$ cat config.mk
export PLATFORM = sky130hd
export DESIGN_NAME = somador_sequencial
export DESIGN_NICKNAME = d
export VERILOG_FILES = /design/src/rtl/somador_sequencial.sv
export SDC_FILE = /design/constraint.sdc
export NUM_CORES = 1
export LEC_CHECK = 0
export BUFFER_PORTS_ARGS = -buffer_cell sky130_fd_sc_hd__buf_2
export CORE_UTILIZATION = 35
export CTS_CLUSTER_DIAMETER = 100
export DETAILED_ROUTE_END_ITERATION = 12
export SLEW_MARGIN = 30
export SYNTH_ARGS = -nofsm -noshare
export SYNTH_HDL_FRONTEND = slang
export SYNTH_SLANG_ARGS = --single-unit
$ cat constraint.sdc
create_clock -name clk -period 2.1 [get_ports clk]
set_clock_uncertainty 0.1 [all_clocks]
set_input_delay 0.42 -clock clk [delete_from_list [all_inputs] [get_ports clk]]
set_output_delay 0.42 -clock clk [all_outputs]
set_load 0.005 [all_outputs]
$ cat src/rtl/somador_sequencial.sv
// Multi-cycle adder/subtractor: DIGIT bits per clock through a ripple slice,
// with a carry register linking digits across cycles and a start/busy/done handshake.
module somador_sequencial #(
  parameter int unsigned WIDTH = 8,
  parameter int unsigned DIGIT = 2
) (
  input  logic             clk,
  input  logic             rst_n,
  input  logic             start,
  input  logic [WIDTH-1:0] A,
  input  logic [WIDTH-1:0] B,
  input  logic             Ci,
  input  logic             sub,
  output logic             busy,
  output logic             done,
  output logic [WIDTH-1:0] S,
  output logic             Co,
  output logic             Ov
);

  localparam int unsigned STEPS = WIDTH / DIGIT;
  localparam int unsigned CntW  = (STEPS > 1) ? $clog2(STEPS) : 1;

  if (WIDTH < 2) begin : g_bad_width
    $error("WIDTH must be at least 2");
  end
  if (DIGIT == 0 || (WIDTH % DIGIT) != 0) begin : g_bad_digit
    $error("DIGIT must divide WIDTH exactly");
  end

  typedef enum logic [1:0] {StIdle, StRun, StDone} state_e;

  state_e            state_q, state_d;
  logic [WIDTH-1:0]  a_q, a_d;
  logic [WIDTH-1:0]  b_q, b_d;
  logic [WIDTH-1:0]  res_q, res_d;
  logic              carry_q, carry_d;
  logic [CntW-1:0]   cnt_q, cnt_d;
  logic [WIDTH-1:0]  s_q, s_d;
  logic              co_q, co_d;
  logic              ov_q, ov_d;

  logic [DIGIT-1:0]  dig;
  logic [DIGIT:0]    c;

  // Ripple of DIGIT full-adder cells over the low digit of the operand registers
  always_comb begin
    dig  = '0;
    c    = '0;
    c[0] = carry_q;
    for (int i = 0; i < int'(DIGIT); i++) begin
      dig[i]  = a_q[i] ^ b_q[i] ^ c[i];
      c[i+1]  = (a_q[i] & b_q[i]) | (c[i] & (a_q[i] ^ b_q[i]));
    end
  end

  // Next-state and datapath updates for the IDLE/RUN/DONE sequence
  always_comb begin
    state_d = state_q;
    a_d     = a_q;
    b_d     = b_q;
    res_d   = res_q;
    carry_d = carry_q;
    cnt_d   = cnt_q;
    s_d     = s_q;
    co_d    = co_q;
    ov_d    = ov_q;
    unique case (state_q)
      StIdle: begin
        if (start) begin
          // Subtraction as A + ~B + ~Ci, so the same adder serves both modes
          a_d     = A;
          b_d     = sub ? ~B : B;
          carry_d = sub ? ~Ci : Ci;
          cnt_d   = '0;
          state_d = StRun;
        end
      end
      StRun: begin
        a_d     = a_q >> DIGIT;
        b_d     = b_q >> DIGIT;
        // New digit enters at the MSB end; the first digit reaches bit 0 after STEPS shifts
        res_d   = (res_q >> DIGIT) | (WIDTH'(dig) << (WIDTH - DIGIT));
        carry_d = c[DIGIT];
        cnt_d   = cnt_q + 1'b1;
        if (cnt_q == CntW'(STEPS - 1)) begin
          // Last digit: c[DIGIT-1] is the carry into bit WIDTH-1
          s_d     = res_d;
          co_d    = c[DIGIT];
          ov_d    = c[DIGIT-1] ^ c[DIGIT];
          state_d = StDone;
        end
      end
      StDone: begin
        state_d = StIdle;
      end
      default: begin
        state_d = StIdle;
      end
    endcase
  end

  // State and datapath registers, cleared asynchronously
  always_ff @(posedge clk or negedge rst_n) begin
    if (!rst_n) begin
      state_q <= StIdle;
      a_q     <= '0;
      b_q     <= '0;
      res_q   <= '0;
      carry_q <= 1'b0;
      cnt_q   <= '0;
      s_q     <= '0;
      co_q    <= 1'b0;
      ov_q    <= 1'b0;
    end else begin
      state_q <= state_d;
      a_q     <= a_d;
      b_q     <= b_d;
      res_q   <= res_d;
      carry_q <= carry_d;
      cnt_q   <= cnt_d;
      s_q     <= s_d;
      co_q    <= co_d;
      ov_q    <= ov_d;
    end
  end

  // Handshake flags decoded from state; results straight from their registers
  always_comb begin
    busy = (state_q != StIdle);
    done = (state_q == StDone);
    S    = s_q;
    Co   = co_q;
    Ov   = ov_q;
  end

endmodule

==> results list <==
- The flow ran to the end, but the final reports show violations.
- Violations in the final reports: DRC
- STA classifies the critical path endpoint as an output pin.
- Remaining antenna violation count after routing: 0
- Entering global routing, the biggest net connects 38 pins.
* Seq/Total Area, Yosys: 0.550
* Total area of sequential cells: about 930 sq um
* Area of the die: about 0.005 sq mm
- Boundary pin count: 33
* Data required time at the worst endpoint: 1580 ps
* Wire length per cell after detailed routing: roughly 14 um
- Across the run, the number of max-cap violations was 0.
- Clock latency on the worst-skew pair, taken at its later pin, is 280 ps.
- Across the VDD grid, the largest voltage drop is about 0.48 mV.
- Vias/cell: approximately 5.1
- Relative to the synthesized area, the layout overhead comes to 18.5%.
* Clock period minus worst slack: ~2000 ps
- After detailed routing, the number of remaining DRC violations is 3.
- Clock-pin slew was measured on the worst setup and hold paths at roughly 70 ps.
* Count of different cell masters after synthesis: 29
* Register bit count reported by yosys: 37
- Flop pwr share: 0.438
- Initial antenna violation count: 0
- For the worst setup path, the data arrival time is approximately 1500 ps.
- After clock tree synthesis, the setup repair step added 0 buffers.
- Share of the clock period used by the worst path: 0.943
* RSZ-0062 raised after global routing: no
* Area inside the core boundary: around 0.0045 sq mm
* Final Worst Setup Slack: 120 ps
- Initial core utilization: 0.376
- Design area: around 0.002 sq mm
* Headroom to the max-slew limit: 0.603
- Number of DRC markers in iteration 0: 54
- In this run, CTS created clock tree buffers numbering 5.
- In this run the core area contains 24 standard-cell rows.
- The die is ~71 um tall.
* Fin cells: between 200 and 250
- Achievable clock frequency: 505 MHz
- At the end of the flow the core is filled with cells to 0.446.
- Overall Global Routing Usage: 0.148
- TritonCTS sink count: 37
- STA classifies the critical path startpoint as a flip-flop.
- Dpl ws: about 260 ps
* Nets: between 200 and 250
- In this run the mean area of a mapped cell was ~11 sq um.
* Leakage power summed over all cells: 0.000960 uW
- Synthesis produced a netlist with a net count of 180.
* Internal portion of total power: 1770 uW
- In this run the worst path has a maximum fanout of 13.
- Final setup viols: 0
- Instance count of the mapped netlist: 156
* Buffers on Ports: 32
* Critical path cell sequence: buf_4 > or2_2 > buf_2
- Die width: 71.4 um
- The routed design has between 3 and 4 mm of wire.
- ANT cells: 0
* Clk Tree Root Cell: clkbuf_8
* Crit path largest cell delay: approximately 500 ps
* Fraction of power consumed by combinational cells: 0.382
- Of the cells placed in the final design, the portion with a size suffix greater than 1 is 0.292.
- The worst setup path is of the flip-flop to output pin kind.
* GRT overflow: 0
- Standard cell with the maximum stage delay on the critical path: dfrtp_1
- Cell area after placement: 0.00191 sq mm
- Routability-driven placement finished with a final weighted congestion of approximately 0.73.
* Number of pins with negative max-slew slack in the final report: 0
- The final count of hold timing violations came to 0.
- In this run, post-CTS repair resized a total of 0 instances.
- P_sw: 957 uW
* Area of the mapped netlist: 0.00168 sq mm
- Global-route wire length before repair: slightly below 6 mm
- For this block, the via count after detailed routing is between 1000 and 1500.
- The H-tree generated during clock tree synthesis spans 2 levels.
- Largest delay contributor family on the critical path: flip-flops
* Buffers and inverters on the worst path: 2
* Total instance count after detailed placement: 237
- Buffers from clock root to sink, at most: 2
- For the pin with the worst max-slew slack, the measured transition is just under 600 ps.
- TritonCTS clock tree: built
- The via count of the first global-routing pass was 1297.
- The multi-input combinational cells in the finished layout cover a total of 668 sq um.
* Switching power as a share of total power: 0.350
- The HPWL after detailed placement is roughly 2.4 mm.
- Of the total power, the clock network draws 0.180.
- Power density cells: ~1400 mW/mm^2
- Buffers inserted to repair hold after CTS numbered 0.
* Number of warnings reported in the yosys synthesis log: 0
* Hold Crit Class: input port to asynchronous set/reset pin
- After routing, the total negative slack on setup checks comes to 0 ps.
- Number of iterations in the first detailed-routing pass: 8
* Layout filler cell count: ~430
-- power by group through the flow --
stage          clock network (uW)  logic, uW  registers, uW
6_report                      491       1040           1200
3_3_place_gp                    0       1020           1200
3_5_place_dp                    0       1060           1210
5_1_grt                       544       1190           1240
4_1_cts                       510       1060           1200
2_1_floorplan                   0        743           1150
-- metal layers --
metal | vias to the layer above | track usage | routed length (um) | share of wire
met5 | - | 0 | 0 | 0
met4 | 0 | 0.0489 | 51 | 0.015
met3 | 8 | 0.0380 | 153 | 0.046
met2 | 36 | 0.253 | 1560 | 0.47
met1 | 595 | 0.184 | 1570 | 0.47
li1 | 604 | - | - | -
-- final cells by class --
class | instances | share of cell area
Sequential cell | 37 | 0.464
Multi-Input combinational cell | 100 | 0.335
Timing Repair Buffer | 40 | 0.110
Clock buffer | 7 | 0.0433
Tap cell | 52 | 0.0326
Inverter | 8 | 0.0150
-- state kept, by name (all words and copies together), names as in the netlist, 2 cells and up --
register,flops
S,8
a_q,8
b_q,8
cnt_q,2
res_q,6
state_q,2
-- cell usage after synthesis --
master      n  area share
ha_1        1      0.0074
nand2_1    33       0.074
a2bb2oi_1   2       0.010
o221ai_1    4       0.021
nor2b_1     4       0.015
fa_1        2       0.024
nor2_1      2      0.0045
nand2b_1    1      0.0037
a32o_1      2       0.012
a21oi_1     1      0.0030
buf_2       5       0.015
o32ai_1     3       0.016
a22oi_1     6       0.027
inv_1       8       0.018
nand3b_1    1      0.0045
or2_2       1      0.0037
or3b_1      1      0.0052
a211o_1     1      0.0052
buf_4       2      0.0089
a22o_1      1      0.0052
clkbuf_1    2      0.0045
o21bai_1    1      0.0045
clkbuf_2    1      0.0030
xnor2_1    10       0.052
buf_6       1      0.0067
mux2_2      6       0.040
a221o_2     2       0.013
dfrtp_1    37        0.55
o21ai_0    15       0.045
-- logic make-up (layout without fill, tap and decap cells) --
kind of cell,Yosys count,after routing,synth area share
AO/OA/AOI/OAI,38,38,0.161
XOR/XNOR,10,10,0.0520
adder cells (fa/ha/maj),3,3,0.0312
buffers and inverters,19,55,0.0557
flip-flops,37,37,0.550
multiplexers,6,6,0.0401
AND/OR/NAND/NOR,43,43,0.110
-- layout by cell type (no fill, tap or decap), drive strengths merged, types with 2 or more instances in the layout --
master / count
a32o: 2
a22oi: 6
a2bb2oi: 2
o32ai: 3
nor2b: 4
o221ai: 4
a221o: 2
nor2: 2
inv: 8
buf: 40
o21ai: 15
mux2: 6
fa: 2
xnor2: 10
clkbuf: 7
dfrtp: 37
nand2: 33
-- worst register-to-register path: stages (launching register included) --
cell     delay (ps)
dfrtp_1         350
inv_1            80
fa_1            480
fa_1            440
xnor2_1         150
o21ai_0          80
-- per-stage QoR --
stage | total power, uW | hold slack, ps
6_report | 2730 | 76.6
5_1_grt | 2980 | 108
4_1_cts | 2770 | 82.9
3_5_place_dp | 2270 | 363
3_3_place_gp | 2220 | 357
2_1_floorplan | 1900 | 24.4
-- final timing paths --
kind	startpoint	endpoint	slack [ps]	cells past startpoint
max	state_q[0]	busy	120	3
max reg2reg	a_q[0]	Ov	300	5
min	rst_n	S[3]	80	2
min reg2reg	res_q[2]	res_q[2]	370	2
min in group clk	A[6]	a_q[6]	290	2
max in group asynchronous	rst_n	b_q[4]	1500	2
Note: power is estimated with default switching activity, not from simulation.
